--- config.mk ---
export PLATFORM = sky130hd
export DESIGN_NAME = vx_warp_scheduler
export DESIGN_NICKNAME = d
export VERILOG_FILES = /design/src/rtl/vx_sched_pkg.sv /design/src/rtl/vx_rr_picker.sv /design/src/rtl/vx_warp_scheduler.sv
export SDC_FILE = /design/constraint.sdc
export NUM_CORES = 1
export LEC_CHECK = 0
export ABC_AREA = 0
export BUFFER_PORTS_ARGS = -buffer_cell sky130_fd_sc_hd__buf_2
export CAP_MARGIN = 10
export CORE_MARGIN = 5
export CORE_UTILIZATION = 46
export DETAILED_ROUTE_END_ITERATION = 12
export GPL_TIMING_DRIVEN = 0
export PLACE_DENSITY = 0.84
export SLEW_MARGIN = 20
export SYNTH_ARGS = -nofsm -noshare
export SYNTH_HDL_FRONTEND = slang
export SYNTH_SLANG_ARGS = --single-unit
--- constraint.sdc ---
create_clock -name clk -period 1.77 [get_ports clk]
set_clock_uncertainty 0.1 [all_clocks]
set_input_delay 0.4425 -clock clk [delete_from_list [all_inputs] [get_ports clk]]
set_output_delay 0.4425 -clock clk [all_outputs]
set_load 0.02 [all_outputs]
--- src/rtl/vx_sched_pkg.sv ---
// vx_sched_pkg: shared warp-scheduler defaults, width helper and warp-mask type.
package vx_sched_pkg;
    localparam int NUM_WARPS_DEF = 4;
    function automatic int warp_w(input int n);
        return $clog2(n);
    endfunction
    typedef logic [NUM_WARPS_DEF-1:0] warp_mask_t;
endpackage

--- src/rtl/vx_rr_picker.sv ---
// vx_rr_picker: combinational round-robin picker, scans last+1, last+2, ... modulo N.
module vx_rr_picker
    import vx_sched_pkg::*;
#(
    parameter int N = NUM_WARPS_DEF
) (
    input  logic [N-1:0]          req_i,
    input  logic [warp_w(N)-1:0]  last_i,
    output logic                  valid_o,
    output logic [warp_w(N)-1:0]  idx_o
);
    localparam int W = warp_w(N);
    logic [W-1:0] cand;
    logic         found;
    always_comb begin
        valid_o = |req_i;
        idx_o   = '0;
        cand    = '0;
        found   = 1'b0;
        // N is a power of two, so W-bit addition wraps N-1 -> 0 for free
        for (int i = 1; i <= N; i++) begin
            cand = last_i + W'(i);
            if (!found && req_i[cand]) begin
                found = 1'b1;
                idx_o = cand;
            end
        end
    end
endmodule

--- src/rtl/vx_warp_scheduler.sv ---
// vx_warp_scheduler: round-robin fetch warp selector; define VX_SCHED_BARRIER_EN for barrier blocking.
module vx_warp_scheduler
    import vx_sched_pkg::*;
#(
    parameter int NUM_WARPS = NUM_WARPS_DEF
) (
    input  logic                           clk,
    input  logic                           reset,
    input  logic                           global_stall_i,
    input  logic                           spawn_valid_i,
    input  logic [NUM_WARPS-1:0]           spawn_mask_i,
    input  logic                           term_valid_i,
    input  logic [warp_w(NUM_WARPS)-1:0]   term_warp_i,
    input  logic                           br_issue_valid_i,
    input  logic [warp_w(NUM_WARPS)-1:0]   br_issue_warp_i,
    input  logic                           br_resolve_valid_i,
    input  logic [warp_w(NUM_WARPS)-1:0]   br_resolve_warp_i,
`ifdef VX_SCHED_BARRIER_EN
    input  logic                           bar_valid_i,
    input  logic [warp_w(NUM_WARPS)-1:0]   bar_warp_i,
    input  logic [warp_w(NUM_WARPS):0]     bar_count_i,
`endif
    output logic                           sched_valid_o,
    output logic [warp_w(NUM_WARPS)-1:0]   sched_warp_o,
    output logic [NUM_WARPS-1:0]           active_mask_o,
    output logic                           all_done_o
);
    localparam int WARP_W = warp_w(NUM_WARPS);
    logic [NUM_WARPS-1:0] active_q, active_d, stalled_q, stalled_d, eligible;
    logic [WARP_W-1:0]    last_q, last_d, pick_idx;
    logic                 pick_valid;
`ifdef VX_SCHED_BARRIER_EN
    logic [NUM_WARPS-1:0] blocked_q, blocked_d;
    logic [WARP_W:0]      arrive_q, arrive_d;
    assign eligible = active_q & ~stalled_q & ~blocked_q;
`else
    assign eligible = active_q & ~stalled_q;
`endif
    vx_rr_picker #(.N(NUM_WARPS)) u_pick (
        .req_i   (global_stall_i ? '0 : eligible),
        .last_i  (last_q),
        .valid_o (pick_valid),
        .idx_o   (pick_idx)
    );
    assign sched_valid_o = pick_valid;
    assign sched_warp_o  = pick_valid ? pick_idx : '0;
    assign active_mask_o = active_q;
    assign all_done_o    = ~|active_q;
    assign last_d        = pick_valid ? pick_idx : last_q;
    always_comb begin
        active_d  = active_q;
        stalled_d = stalled_q;
        if (spawn_valid_i)
            active_d = active_d | spawn_mask_i;
        if (br_resolve_valid_i)
            stalled_d[br_resolve_warp_i] = 1'b0;
        // issue after resolve so a same-warp collision leaves the warp stalled
        if (br_issue_valid_i && active_q[br_issue_warp_i])
            stalled_d[br_issue_warp_i] = 1'b1;
        if (term_valid_i) begin
            active_d[term_warp_i]  = 1'b0;
            stalled_d[term_warp_i] = 1'b0;
        end
    end
`ifdef VX_SCHED_BARRIER_EN
    always_comb begin
        blocked_d = blocked_q;
        arrive_d  = arrive_q;
        if (bar_valid_i) begin
            if (arrive_q + 1'b1 == bar_count_i) begin
                blocked_d = '0;
                arrive_d  = '0;
            end else begin
                blocked_d[bar_warp_i] = 1'b1;
                arrive_d              = arrive_q + 1'b1;
            end
        end
        if (term_valid_i)
            blocked_d[term_warp_i] = 1'b0;
    end
    always_ff @(posedge clk or posedge reset) begin
        if (reset) begin
            blocked_q <= '0;
            arrive_q  <= '0;
        end else begin
            blocked_q <= blocked_d;
            arrive_q  <= arrive_d;
        end
    end
`endif
    always_ff @(posedge clk or posedge reset) begin
        if (reset) begin
            active_q  <= NUM_WARPS'(1);
            stalled_q <= '0;
            last_q    <= WARP_W'(NUM_WARPS - 1);
        end else begin
            active_q  <= active_d;
            stalled_q <= stalled_d;
            last_q    <= last_d;
        end
    end
endmodule

Word-level counts from Yosys, hierarchy flattened
Index checks and enable logic that the tools add are counted.
{ "word_totals": {"mem_count": 0, "elab_cells": 68, "romBits": 0, "reg_bits": 10, "latch_bits": 0, "ram_bits": 0} }
{ "op_classes": {"shift": 0, "n_reduce_logical": 13, "n_bitwise": 9, "magnitude_cmp": 10, "n_mul": 0, "n_mux": 30, "div": 0, "n_addsub": 3, "eq_ne": 0} }
{ "ops": {"columns": ["operator", "n"], "rows": [
  ["4-bit 2-to-1 mux", 6],
  ["2-bit by 3-bit less-than comparator with 1-bit output (second input constant)", 7],
  ["4-bit bitwise AND", 4],
  ["4-bit inverter", 3],
  ["1-bit 2-to-1 mux", 11],
  ["1-bit binary-select mux with 2-bit select", 5],
  ["2-bit 2-to-1 mux", 5],
  ["4-bit OR", 2],
  ["4-bit OR reduction", 2],
  ["1-bit logical AND", 7],
  ["1-bit demux with 2-bit select", 3],
  ["2-bit by 1-bit >= comparator with 1-bit output (second input constant)", 3],
  ["2-bit adder (second input constant)", 2],
  ["1-bit zero test", 4],
  ["2-bit by 1-bit adder with 2-bit output (second input constant)", 1]
]} }

Longest topological paths before layout
Gate-level depths: netlist (run 1).
{ "logic_depth": {"word_depth": 16, "ltp_mapped": 4, "mapped_depth_nobuf": 4} }

Cells and area by module
From an unflattened synthesis (run 1), not the netlist that was laid out.
{ "unflattened": {"cells_unflattened": 62, "area_unflattened_um2": 570.5} }
{ "modules_own_cells": {"columns": ["module", "seq_area_each_um2", "cells_per_inst", "area_each_um2", "n_inst"], "rows": [
  ["vx_warp_scheduler", 254.0, 48, 489.2, 1],
  ["vx_rr_picker", 0.0, 14, 81.3, 1]
]} }

Worst setup path after synthesis (run 1)
No wires, ideal clock.
{ "synth_timing": {"path_type": "flip-flop to output port", "from": "register active_q[3], in the netlist active_mask_o[3]", "to": "output sched_warp_o[0]", "t_required_ps": 1227, "setup_slack_ps": -140, "path_stages_with_launch": 5, "path_buffers": 0, "arrival_time_ps": 1368, "path_cell_list": "dfrtp_1 nor3b_2 nand2_1 o221a_2 nand2_1"} }
{ "synth_between": {"elab_chain_cells": 15, "elab_cells_between_ends": 25} }
{ "synth_lines": {"columns": ["element", "line", "rtl"], "rows": [
  ["from (decl)", "vx_warp_scheduler.sv:29", "logic [NUM_WARPS-1:0] active_q, active_d, stalled_q, stalled_d, eligible;"],
  ["from (signal assigned)", "vx_warp_scheduler.sv:97", "active_q <= active_d;"],
  ["4-bit bitwise AND (*)", "vx_warp_scheduler.sv:37", "assign eligible = active_q & ~stalled_q;"],
  ["4-bit 2-to-1 mux (*)", "vx_warp_scheduler.sv:40", ".req_i (global_stall_i ? '0 : eligible),"],
  ["1-bit binary-select mux with 2-bit select", "vx_rr_picker.sv:23", "if (!found && req_i[cand]) begin"],
  ["1-bit 2-to-1 mux (not written as such)", "vx_rr_picker.sv:23", null],
  ["1-bit 2-to-1 mux", "vx_rr_picker.sv:23", null],
  ["1-bit zero test", "vx_rr_picker.sv:23", null],
  ["1-bit logical AND", "vx_rr_picker.sv:23", null],
  ["1-bit 2-to-1 mux", "vx_rr_picker.sv:23", null],
  ["1-bit zero test", "vx_rr_picker.sv:23", null],
  ["1-bit logical AND", "vx_rr_picker.sv:23", null],
  ["1-bit 2-to-1 mux", "vx_rr_picker.sv:23", null],
  ["1-bit zero test", "vx_rr_picker.sv:23", null],
  ["1-bit logical AND", "vx_rr_picker.sv:23", null],
  ["2-bit 2-to-1 mux", "vx_rr_picker.sv:23", null],
  ["2-bit 2-to-1 mux (*)", "vx_warp_scheduler.sv:46", "assign sched_warp_o = pick_valid ? pick_idx : '0;"],
  ["to (decl)", "vx_warp_scheduler.sv:24", "output logic [warp_w(NUM_WARPS)-1:0] sched_warp_o,"]
]} }
Mark *: on every way between the ends. The rest lies on a longest branch, timed or not. The select of a mux whose other input is x is not followed.

Worst setup path after layout (run 1)
{ "layout_timing": {"from": "register active_q[2], in the netlist active_mask_o[2]", "to": "output sched_warp_o[0]"} }
The elaborated chain is that of the path after synthesis.

==> metrics.txt, run 1 <==
largest net degree at the start of global routing 11; syn_nets 87; PwrDens 1100 nW/um2; area of the mapped netlist 651 um2; critical path data arrival time 1.60 ns; number of distinct library cells after synthesis 32; cell row count 13; clk sinks 10; Post-Route WL 1740 um; r2r setup slk 0.18 ns; max cap viols 0; slew margin rel. 75.5%; clock latency on the worst-skew pair 0.26 ns; startpoint type of the worst setup path register; largest driver fanout on the critical path 4; first-pass GRT wire length 2850 um; die width 47.6 um; clk slew on worst S/H paths 0.06 ns; Avg Cell Area, Syn 9.29 um2; final setup margin -0.371 ns; hold slack 0.0385 ns; actual slew at the worst max-slew pin 0.367 ns; period utilisation layout 121%; post-layout util 73.4%; Root Driver clkbuf_4; drt first-iter violations 7; Tightest Hold Check Type input pin to asynchronous set/reset pin; initial antenna violation count 0; layout net count 130; worst r2r path cells 6; YS warnings 0; TritonCTS clock tree done; Detail Placement HPWL 1310 um; f_max 467 MHz; CP Capture Type output port; Initial Util 49.4%; synth-to-layout area growth 48.7%; Vias/cell 5.86; remaining antenna violation count 0; RePlAce Congestion 0.869; routed len/inst 13.7 um; Main synth FF type dfrtp_1; die area 2270 um2; Async SR Flop Fraction 100%; Final Hold Fails 0; non-filler cells, final 127; commonest non-fill, non-tap cell in the layout buf_2; vias in the first global route 687; status finished, violations left; Final setup viols 4; CTS Buffer Depth 2; Fillers 114; DRT Pass-1 Iters 4; worst path cell trace or3b_1 > a21oi_1 > o221a_2 > nand2_4 > buf_6; via count 744; slowest CP cell dfrtp_2; crit path kind register to output port; Worst EP required 1.23 ns; share of cells above drive strength 1 51.8%; number of synthesized flops with an enable pin 0; grt ovf 0; slowest cell delay on critical path 0.38 ns; Inserted Clock Buffers 3; Antenna Cells 0; most frequent cells in the layout 20 x buf_2, 17 x buf_4, 10 x a21oi_1, 6 x nand2_1, 5 x nor2_1; Seq/Total Area, Yosys 39.0%; Max VDD drop 0.556 mV; worst slack, placed -0.367 ns; Leakage 0.450 nW; crit path time final 2.14 ns; setup repair after global routing missed its margin yes; H-tree depth 1; gr usage total 17.7%; Synth Register Bits 10; DRC 0; Mapped Cells 70; height of the chip 47.6 um; Post-Place Cells 109; I/O Buffers 24; total core area 1320 um2; failing checks negative setup slack; Final Max Slew Viols 0; I/O pin cnt 25
[area by class of cell]
type / count / area (um2) / share of cell area (%)
Clock buffer: 4 / 26.3 / 2.72
Inverter: 3 / 11.3 / 1.16
Multi-Input combinational cell: 57 / 414 / 42.8
Sequential cell: 10 / 258 / 26.6
Tap cell: 15 / 18.8 / 1.94
Timing Repair Buffer: 38 / 239 / 24.7
[metrics by stage]
step | setup TNS (ns) | instance area, um2 | total power, mW
2_1_floorplan | -0.0323 | 668 | 0.630
3_3_place_gp | -0.548 | 807 | 0.733
3_5_place_dp | -0.616 | 807 | 0.744
4_1_cts | -0.945 | 895 | 0.980
5_1_grt | -1.31 | 967 | 1.13
6_report | -1.03 | 967 | 1.07
[synthesized netlist by cell type, drive strengths merged (2+ instances only)]
library cell  count  area [um2]
o21ai             5        25.0
nand3             2        15.0
nand2b            4        25.0
dfstp             3        78.8
a21oi            10        50.1
a221oi            2        23.8
nand4b            3        26.3
inv               3        11.3
nor3b             3        32.5
dfrtp             7         175
nand2             7        26.3
nor2              6        25.0
[flip-flops by register name (all words and copies together) (netlist names)]
register	cells
last_q	2
active_mask_o	4
stalled_q	4
[critical path, delay by kind of cell, from the launching register on]
kind | cells | cell delay (ns)
and+or+nand+nor | 2 | 0.42
DFF | 1 | 0.38
buffers and inverters | 1 | 0.14
AOI/OAI and AO/OA | 2 | 0.40
[power by group]
part | switching [mW] | leakage, nW | internal (mW)
Sequential | 0.0453 | 0.114 | 0.297
Combinational | 0.271 | 0.321 | 0.291
Clock | 0.0737 | 0.0150 | 0.0869
Total | 0.390 | 0.450 | 0.675
[logic make-up (layout without fill, tap and decap cells)]
group / count (synthesis) / after routing / share of synthesized area (%)
flops: 10 / 10 / 39.0
buf+inv: 3 / 45 / 1.73
compound gates: 25 / 25 / 25.2
simple gates: 32 / 32 / 34.0
[timing repair]
action	in CTS	in global routing
setup endpoints to repair	4	4
endpoints found under the hold margin	0	0
buffers inserted	7	7
gates resized for setup	3	5
cloned	0	0
pin swaps	6	8
hold buffers	0	0
[path summary, 6_finish.rpt]
path	to	startpoint
max	sched_warp_o[0]	active_mask_o[2]$_DFF_PP0_
min	stalled_q[2]$_DFF_PP0_	reset
max reg2reg	last_q[0]$_DFFE_PP1P_	active_mask_o[3]$_DFF_PP0_
min reg2reg	stalled_q[0]$_DFF_PP0_	stalled_q[0]$_DFF_PP0_
max in group asynchronous	active_mask_o[0]$_DFF_PP1_	reset
min in group clk	active_mask_o[3]$_DFF_PP0_	term_warp_i[1]
[per-layer routing]
layer / global-route usage (%) / wire, um
met3: 3.38 / 130
met5: 0 / 0
met4: 4.84 / 19
met2: 31.6 / 869
met1: 21.8 / 723
No activity file was read; power rests on OpenSTA's default activity.
==> inputs of run 2 (changes only) <==
REMOVE_ABC_BUFFERS = 1   (was unset)
==> metrics.txt, run 2 (synthesized netlist as in run 1, its figures left out) <==
clock latency on the worst-skew pair 0.26 ns (about the same); vias in the first global route 734 (+6.8%); TritonCTS clock tree done; Seq. cell area 256 um2 (-0.49%); Root Driver clkbuf_4; Final Hold Fails 0 (unchanged); cell row count 13 (unchanged); clk slew on worst S/H paths 0.06 ns (about the same); Seq pwr share 32.2% (about the same); H-tree depth 1 (unchanged); DR top layer met4; Initial Util 49.4% (unchanged); Worst EP required 1.23 ns (about the same); height of the chip 47.6 um (unchanged); via count 731 (-1.7%); post-layout util 76.2% (+2.8 points); Critical R2R Launch active_mask_o[2]$_DFF_PP0_; critical path data arrival time 1.64 ns (+0.04 ns); commonest non-fill, non-tap cell in the layout buf_2; Comb power frac 49.8% (-3.0 points); setup repair after global routing missed its margin yes; first-pass GRT wire length 2980 um (+4.6%); crit path time final 2.18 ns (+0.0370 ns); die width 47.6 um (unchanged); Multi-input gate area 422 um2 (+1.8%); max cap viols 0 (unchanged); clk sinks 10 (unchanged); CTS Buffer Depth 2 (unchanged); largest net degree at the start of global routing 11 (unchanged); slew margin rel. 74.4% (-1.1 points); die area 2270 um2 (unchanged); NetSw 0.400 mW (+2.6%); total core area 1320 um2 (unchanged); gr usage total 19.2% (+1.5 points); f_max 459 MHz (-1.7%); Post-Route WL 1900 um (+8.7%); placed instance area 790 um2 (-2.2%); worst r2r path cells 6 (unchanged); Detail Placement HPWL 1310 um (-0.13%); largest driver fanout on the critical path 4 (unchanged); routed len/inst 14.6 um (+6.2%); FF-to-FF End last_q[0]$_DFFE_PP1P_; drt first-iter violations 11 (+4); Max VDD drop 0.611 mV (+9.9%); actual slew at the worst max-slew pin 0.384 ns (+0.0169 ns); I/O pin cnt 25 (unchanged); share of cells above drive strength 1 55.7% (+3.9 points); Post-CTS Hold Buffers 0 (unchanged); internal power 0.702 mW (+3.9%); Final setup viols 3 (-1); synth-to-layout area growth 54.2%; initial antenna violation count 0 (unchanged); layout net count 133 (+2.3%); PwrDens 1100 nW/um2 (-0.32%); failing checks negative setup slack; CP Capture Type output port; most frequent cells in the layout 21 x buf_2, 19 x buf_4, 9 x a21oi_1, 6 x nand2_1; crit path kind register to output port; remaining antenna violation count 0 (unchanged); r2r setup slk 0.16 ns (-0.02 ns); Inserted Clock Buffers 3 (unchanged); Leakage 0.470 nW (+4.4%); metal2 WL 928 um (+6.8%); met3 WL post-DR 157 um (+21%); status finished, violations left; Antenna Cells 0 (unchanged); hold slack 0.0500 ns (+0.0115 ns); Final Cell Area 1000 um2 (+3.8%); power consumption 1.10 mW (+3.4%); RePlAce Congestion 0.879 (+1.2%); Net Sw Frac 36.3% (-0.29 points); Tightest Hold Check Type input pin to asynchronous set/reset pin; Fillers 107 (-6.1%); Vias/cell 5.62 (-4.0%); grt ovf 0 (unchanged); I/O Buffers 24 (unchanged); DRC 0 (unchanged); period utilisation layout 123% (+2.1 points); clock network fraction of total power 17.9% (+2.8 points); Post-Route M1 WL 731 um (+1.1%); DRT Pass-1 Iters 4 (unchanged); Final Max Slew Viols 0 (unchanged); startpoint type of the worst setup path register; final setup margin -0.408 ns (-0.0370 ns)
==> run 2: cell type report <==
type / count / share of cell area [%]
multi-input cells: 57 / 42.0
repair buffers: 41 / 25.8
flip-flops and latches: 10 / 25.6
clock buffers: 4 / 3.62
well taps: 15 / 1.87
inverters: 3 / 1.12
==> run 2: repair_timing <==
item,in CTS,in global routing
setup endpoints to repair,4,4
setup buffers,10,7
gates resized for setup,7,7
pin swaps,3,3
==> run 2: how the worst max path moves through the flow <==
| stage | cells past startpoint | slack (ns) | to | start |
|---|---|---|---|---|
| 2_1_floorplan | 4 | -0.14 | sched_warp_o[0] | active_mask_o[3]$_DFF_PP0_ |
| 3_3_place_gp | 6 | -0.36 | sched_warp_o[0] | global_stall_i |
| 3_5_place_dp | 6 | -0.41 | sched_warp_o[0] | global_stall_i |
| 4_1_cts | 5 | -0.36 | sched_warp_o[0] | last_q[0]$_DFFE_PP1P_ |
| 5_1_grt | 5 | -0.44 | sched_warp_o[0] | last_q[0]$_DFFE_PP1P_ |
| 6_report | 5 | -0.41 | sched_warp_o[0] | active_mask_o[2]$_DFF_PP0_ |
==> run 2: routing by layer <==
metal  global-route usage [%]  vias to the layer above
li1                         -                      360
met1                     21.3                      326
met2                     33.7                       35
met3                     3.01                       10
met4                     12.4                        0
met5                        0                        -
==> run 2: metrics by stage <==
stage	TNS (ns)	worst slack, ns	instances
final	-0.946	-0.408	130
after detailed placement	-0.737	-0.411	109
after floorplan	-0.216	-0.140	70
after CTS	-0.943	-0.360	123
after global placement	-0.633	-0.358	109
after global routing	-1.12	-0.439	130
==> run 2: power by group through the flow <==
| stage | clock (mW) | sequential (mW) | combinational (mW) |
|---|---|---|---|
| 2_1_floorplan | 0 | 0.369 | 0.239 |
| 3_3_place_gp | 0 | 0.369 | 0.341 |
| 3_5_place_dp | 0 | 0.373 | 0.350 |
| 4_1_cts | 0.203 | 0.352 | 0.471 |
| 5_1_grt | 0.212 | 0.362 | 0.594 |
| 6_report | 0.198 | 0.355 | 0.549 |
==> run 2: critical path: stages, from the launching register on <==
cell and delay [ns]:
dfrtp_1 0.39, or3b_4 0.41, a21oi_2 0.16, o221a_2 0.24
nand2_2 0.05, buf_6 0.13
